### src/rtl/fetch_decode_buffer_pkg.sv
// Shared core definitions for the fetch-to-decode buffer: default sizing and
// the 64-bit entry layout {pc, instr}.
package fetch_decode_buffer_pkg;

  localparam int FDB_DEPTH = 8;
  localparam int FDB_SKID  = 3;

  typedef struct packed {
    logic [31:0] pc;
    logic [31:0] instr;
  } fdb_entry_t;

endpackage

### src/rtl/fetch_decode_buffer_if.sv
// Fetch-word stream with active-high stop backpressure: master drives the
// word, slave drives readyn.
interface fetch_decode_buffer_if;

  logic        valid;
  logic [31:0] pc;
  logic [31:0] instr;
  logic        readyn;

  modport master (output valid, output pc, output instr, input readyn);
  modport slave  (input valid, input pc, input instr, output readyn);

endinterface

### src/rtl/fetch_decode_buffer_ram.sv
// Entry storage: one synchronous write port, one asynchronous read port,
// read data available in the same cycle as the address; contents never reset.
module fetch_decode_buffer_ram
  import fetch_decode_buffer_pkg::*;
#(
  parameter int DEPTH = FDB_DEPTH,
  parameter int AW    = $clog2(DEPTH)
) (
  input  logic             clk,
  input  logic             i_we,
  input  logic [AW-1:0]    i_waddr,
  input  fdb_entry_t       i_wdata,
  input  logic [AW-1:0]    i_raddr,
  output fdb_entry_t       o_rdata
);

  fdb_entry_t r_mem [DEPTH];

  always_ff @(posedge clk) begin
    if (i_we) begin
      r_mem[i_waddr] <= i_wdata;
    end
  end

  assign o_rdata = r_mem[i_raddr];

endmodule

### src/rtl/fetch_decode_buffer.sv
// Circular fetch->decode FIFO; a push shows at the head one cycle later (no bypass).
// Fetch is stopped early (o_readyn) leaving SKID slots; pushes arriving when full are dropped and flagged.
module fetch_decode_buffer
  import fetch_decode_buffer_pkg::*;
#(
  parameter int DEPTH = FDB_DEPTH,
  parameter int SKID  = FDB_SKID
) (
  input  logic                          clk,
  input  logic                          reset,
  input  logic                          snoop_hit,
  input  logic                          bco_valid,
  fetch_decode_buffer_if.slave          i_fetch,
  fetch_decode_buffer_if.master         o_decode,
  output logic                          o_overflow
);

  localparam int             AW        = $clog2(DEPTH);
  localparam logic [AW:0]    C_FULL    = (AW+1)'(DEPTH);
  localparam logic [AW:0]    C_THR     = (AW+1)'(DEPTH - SKID);
  localparam logic [AW:0]    C_CNT_ONE = (AW+1)'(1);
  localparam logic [AW-1:0]  C_PTR_ONE = AW'(1);

  logic [AW-1:0] r_rptr;
  logic [AW-1:0] r_wptr;
  logic [AW:0]   r_count;
  logic          r_overflow;

  logic          w_flush;
  logic          w_full;
  logic          w_pop;
  logic          w_push;
  logic          w_drop;
  logic          w_we;
  fdb_entry_t    w_wdata;
  fdb_entry_t    w_rdata;

  assign w_flush = snoop_hit | bco_valid;
  assign w_full  = (r_count == C_FULL);
  assign w_pop   = (r_count != '0) && !o_decode.readyn;
  // A full buffer still accepts a word when the head leaves in the same cycle.
  assign w_push  = i_fetch.valid && (!w_full || w_pop);
  assign w_drop  = i_fetch.valid && w_full && !w_pop;
  assign w_we    = w_push && !w_flush && !reset;
  assign w_wdata = '{pc: i_fetch.pc, instr: i_fetch.instr};

  always_ff @(posedge clk) begin
    if (reset) begin
      r_rptr     <= '0;
      r_wptr     <= '0;
      r_count    <= '0;
      r_overflow <= 1'b0;
    end else if (w_flush) begin
      r_rptr     <= '0;
      r_wptr     <= '0;
      r_count    <= '0;
    end else begin
      if (w_push) begin
        r_wptr <= r_wptr + C_PTR_ONE;
      end
      if (w_pop) begin
        r_rptr <= r_rptr + C_PTR_ONE;
      end
      if (w_push && !w_pop) begin
        r_count <= r_count + C_CNT_ONE;
      end else if (!w_push && w_pop) begin
        r_count <= r_count - C_CNT_ONE;
      end
      if (w_drop) begin
        r_overflow <= 1'b1;
      end
    end
  end

  fetch_decode_buffer_ram #(
    .DEPTH (DEPTH),
    .AW    (AW)
  ) u_ram (
    .clk     (clk),
    .i_we    (w_we),
    .i_waddr (r_wptr),
    .i_wdata (w_wdata),
    .i_raddr (r_rptr),
    .o_rdata (w_rdata)
  );

  // Backpressure depends on registered occupancy only, keeping decode off the fetch stop path.
  assign i_fetch.readyn = (r_count >= C_THR);
  assign o_decode.valid = (r_count != '0);
  assign o_decode.pc    = w_rdata.pc;
  assign o_decode.instr = w_rdata.instr;
  assign o_overflow     = r_overflow;

endmodule

### src/flat_wrapper.sv
// flat-port wrapper written by rule: the top's interface ports become plain ports
module fetch_decode_buffer_flat import fetch_decode_buffer_pkg::*;
#(
  parameter int DEPTH = FDB_DEPTH,
  parameter int SKID  = FDB_SKID
)
  (clk, reset, snoop_hit, bco_valid, o_overflow, i_fetch_valid, i_fetch_pc, i_fetch_instr, i_fetch_readyn, o_decode_valid, o_decode_pc, o_decode_instr, o_decode_readyn);
  fetch_decode_buffer_if i_fetch_i ();
  fetch_decode_buffer_if o_decode_i ();
  input  logic clk;
  input  logic reset;
  input  logic snoop_hit;
  input  logic bco_valid;
  output logic o_overflow;
  input wire logic [$bits(i_fetch_i.valid)-1:0] i_fetch_valid;
  input wire logic [$bits(i_fetch_i.pc)-1:0] i_fetch_pc;
  input wire logic [$bits(i_fetch_i.instr)-1:0] i_fetch_instr;
  output wire logic [$bits(i_fetch_i.readyn)-1:0] i_fetch_readyn;
  output wire logic [$bits(o_decode_i.valid)-1:0] o_decode_valid;
  output wire logic [$bits(o_decode_i.pc)-1:0] o_decode_pc;
  output wire logic [$bits(o_decode_i.instr)-1:0] o_decode_instr;
  input wire logic [$bits(o_decode_i.readyn)-1:0] o_decode_readyn;
  assign i_fetch_i.valid = i_fetch_valid;
  assign i_fetch_i.pc = i_fetch_pc;
  assign i_fetch_i.instr = i_fetch_instr;
  assign i_fetch_readyn = i_fetch_i.readyn;
  assign o_decode_valid = o_decode_i.valid;
  assign o_decode_pc = o_decode_i.pc;
  assign o_decode_instr = o_decode_i.instr;
  assign o_decode_i.readyn = o_decode_readyn;
  fetch_decode_buffer #(.DEPTH(DEPTH), .SKID(SKID)) u_core (.clk(clk), .reset(reset), .snoop_hit(snoop_hit), .bco_valid(bco_valid), .i_fetch(i_fetch_i), .o_decode(o_decode_i), .o_overflow(o_overflow));
endmodule
### config.mk
export PLATFORM = sky130hd
export DESIGN_NAME = fetch_decode_buffer_flat
export DESIGN_NICKNAME = d
export VERILOG_FILES = /design/src/rtl/fetch_decode_buffer_pkg.sv /design/src/rtl/fetch_decode_buffer_if.sv /design/src/rtl/fetch_decode_buffer_ram.sv /design/src/rtl/fetch_decode_buffer.sv /design/src/flat_wrapper.sv
export SDC_FILE = /design/constraint.sdc
export NUM_CORES = 1
export LEC_CHECK = 0
export ABC_AREA = 1
export CAP_MARGIN = 20
export CORE_MARGIN = 5
export CORE_UTILIZATION = 53
export DETAILED_ROUTE_END_ITERATION = 7
export PLACE_DENSITY = 0.83
export SLEW_MARGIN = 20
export SYNTH_ARGS = -nofsm -noshare
export SYNTH_HDL_FRONTEND = slang
export SYNTH_SLANG_ARGS = --single-unit
### constraint.sdc
create_clock -name clk -period 4.4 [get_ports clk]
set_input_delay 0.88 -clock clk [delete_from_list [all_inputs] [get_ports clk]]
set_output_delay 0.88 -clock clk [all_outputs]
set_load 0.01 [all_outputs]
==> results of run 1 <==
cells in the final DEF, fill, tap and decap left out, types with 12 or more instances in the layout:
master           netlist  layout
o21ai_1               41      41
nor2_1               534     526
nand2_1              344     344
clkbuf_16              0      50
clkbuf_1               9      13
clkdlybuf4s50_1        0     136
buf_4                  6      26
clkinv_1               0      12
o21ai_0              220     220
edfxtp_1             512     512
inv_1                 16      15
report_power, final:
group	internal (W)	switching, W	leakage [nW]	total (W)
Combinational	0.000143	0.000203	3.34	0.000346
Sequential	0.00551	0.00000629	4.72	0.00551
Clock	0.00215	0.00177	0.721	0.00392
Total	0.00780	0.00198	8.78	0.00978
metrics by stage:
stage,hold WS (ps),instance area [um^2],power [W],utilization (%),TNS [ps]
3_3_place_gp,454,22900,0.00595,57.7,0
4_1_cts,492,24400,0.00983,61.4,0
5_1_grt,517,24400,0.0101,61.5,0
3_5_place_dp,476,22900,0.00596,57.7,0
2_1_floorplan,466,21300,0.00577,-,-61540
6_report,486,24400,0.00978,61.5,0
how the worst min path moves through the flow:
stage / to / slack, ps / cells past startpoint
2_1_floorplan: flip-flop / 470 / 2
3_3_place_gp: u_core.o_overflow / 450 / 2
3_5_place_dp: u_core.o_overflow / 480 / 2
4_1_cts: flip-flop / 490 / 2
5_1_grt: flip-flop / 520 / 2
6_report: u_core.o_overflow / 490 / 2
kinds of logic after synthesis:
| group | count (synthesis) | share of synthesized area (%) |
|---|---|---|
| AO/OA/AOI/OAI | 266 | 6.27 |
| XOR/XNOR | 3 | 0.124 |
| adder cells (fa/ha/maj) | 6 | 0.389 |
| buffers and inverters | 117 | 3.70 |
| flip-flops | 526 | 73.7 |
| AND/OR/NAND/NOR | 891 | 15.8 |
state kept, by name (all words and copies together), names as in the netlist, named ones only:
| signal | count |
|---|---|
| u_core.u_ram.r_mem | 512 |
| u_core.r_count | 4 |
| u_core.r_rptr | 3 |
| u_core.r_wptr | 3 |
| u_core.o_overflow | 1 |
critical path: cells and delay by family (launching register included):
family                 cells  cell delay, ps
AND/OR/NAND/NOR            5             520
AO/OA/AOI/OAI              1             100
buffers and inverters      3            1440
flip-flops                 1             410
area by class of cell:
type	count	area share [%]
flip-flops and latches	526	64.1
multi-input cells	1166	19.9
repair buffers	168	6.89
clock buffers	63	5.32
well taps	525	2.69
clock inverters	27	0.722
inverters	18	0.318
diodes	1	0.0102
per-layer routing:
layer / vias up / track usage [%] / part of all wire [%]
met1: 6756 / 28.3 / 41
met3: 95 / 4.24 / 7.7
met2: 574 / 35.6 / 50
li1: 6416 / - / -
met4: 4 / 6.19 / 1.9
met5: - / 0 / 0.071
==> metrics.csv, run 1 <==
stage;metric;value;unit
outcome;status;finished clean;
drt;wirelength;47900;um
timing;rsz0062_at_grt;false;
grt;grt-ovfl-total;0;
clocking;post-cts-setup-buffers;0;
final_layout;multiInputGateArea;0.00487;mm^2
critical_path;startpoint_type;flip-flop;
critical_path;reg2reg_from;u_core.r_count[0];
critical_path;reg2reg_slack;1940;ps
drt;first_iter_violations;1323;
flow_run;maxCapViolations;0;
timing;period_needed;4060;ps
drt;first_pass_iters;5;
critical_path;worst_path_largest_cell_delay;550;ps
floorplan;initial_core_util;53.5;%
hold_path;min_from;u_core.o_overflow;
clocking;root_buffer;clkbuf_16;
grt;grt_pass1_vias;13900;
clocking;cts-buffers-inserted;49;
final_layout;fillers;2955;
timing;worst_pin_slew;1020;ps
floorplan;core_area;0.0397;mm^2
grt;grt_use_total;21.1;%
yosys;syn-cell-area;0.0212;mm^2
clocking;clk_latency;570;ps
clocking;ctsHoldBuffers;0;
floorplan;dieArea;0.0442;mm^2
timing;hold_viol;0;
placement;place.gp.congestion;0.751;
critical_path;worstSetupPathType;flip-flop to primary output;
yosys;synth_commonest_cells;nor2_1 (534), edfxtp_1 (512), nand2_1 (344), o21ai_0 (220), o21ai_1 (41);
pwr;p_leak;8.78;nW
placement;place_hpwl;24900;um
final_layout;area_growth;15.0;%
critical_path;reg2reg_to;u_core.u_ram.r_mem[6][45];
yosys;synth_nets;1885;
timing;drv_slew;0;
yosys;yosysUniqueCellTypes;24;
timing;fmax;0.246;GHz
timing;relSlewSlack;32.0;%
critical_path;critPathCaptureType;primary output;
placement;placedCellCount;2402;
yosys;yosys-top-cells-area;edfxtp_1 (72%), nor2_1 (9.4%), nand2_1 (6.1%);
clocking;clockBufferDepth;3;
critical_path;reg2reg_depth;6;
critical_path;crit_end;o_decode_pc[7];
yosys;ys_ff_latch;526;
yosys;synth_ff_type;edfxtp_1;
clocking;cts_resized;0;
floorplan;dieHeight;210;um
drt;vias;13800;
final_layout;nets;2005;
yosys;postSynthAreaPerCell;11.7;um^2
yosys;synth_edf_count;512;
yosys;synth.largest_area_cell;edfxtp_1;
timing;finalCritPeriodShare;92.3;%
floorplan;fp-row-count;73;
pwr;max-vdd-ir-drop;296;uV
critical_path;critPathRequiredTime;3520;ps
drt;wl_per_cell;19.2;um
drt;drc;0;
clocking;tritoncts;done;
yosys;syn_inst;1809;
pwr;powerDensity;400;mW/mm^2
timing;fin_worst_skew;20.7;ps
grt;antenna_found_initial;2;
critical_path;arrival;3180;ps
grt;grt_first_pass_wirelength;74500;um
drt;routed_via_density;5.55;
final_layout;stdcell_count;2494;
yosys;synthArstFlopShare;0;%
timing;post-route-worst-setup-slack;338;ps
critical_path;crit_chain;buf_12 > buf_16 > nor2_1 > nor2_1 > o21ai_0 > nand2_1 > nand2_1 > nand2_1 > clkdlybuf4s50_1;
yosys;seq_area_frac_synth;73.7;%
hold_path;hold_path.class;flip-flop to flip-flop;
grt;grt_max_degree;253;
critical_path;worstPathMaxFanout;136;
yosys;yosysMostFrequentCell;nor2_1;
clocking;cts_max_level;2;
critical_path;crit_slowest_cell;clkdlybuf4s50_1;
floorplan;io_pins;137;
clocking;clock-sinks;526;
critical_path;path_common_cell;nand2_1;
timing;final-setup-viol-count;0;
placement;dpl_worst_slack;1020;ps
yosys;yosysWarnings;0;
final_layout;final_layout_size_suffix_gt1_share;5.74;%
floorplan;die_w;210;um
yosys;synth.top_cell.area_share;72.4;%
clocking;clkTransAtPathRegs;60;ps
final_layout;regArea;0.0157;mm^2
drt;ant_nets;0;
placement;portBuffers;136;
No activity file was read; power rests on OpenSTA's default activity.
==> run 2: changes to the inputs <==
--- a/config.mk
+++ b/config.mk
@@ -6,6 +6,7 @@
 export NUM_CORES = 1
 export LEC_CHECK = 0
 export ABC_AREA = 1
+export ABC_CLOCK_PERIOD_IN_PS = 4400
 export CAP_MARGIN = 20
 export CORE_MARGIN = 5
 export CORE_UTILIZATION = 53
==> results of run 2 <==
The final DEF is identical to that of run 1; final timing and power are the same.
==> run 3: changes to the inputs <==
--- a/config.mk
+++ b/config.mk
@@ -16,3 +16,4 @@
 export SYNTH_ARGS = -nofsm -noshare
 export SYNTH_HDL_FRONTEND = slang
 export SYNTH_SLANG_ARGS = --single-unit
+export TNS_END_PERCENT = 100
==> results of run 3 <==
The final DEF is identical to that of run 1; final timing and power are the same.
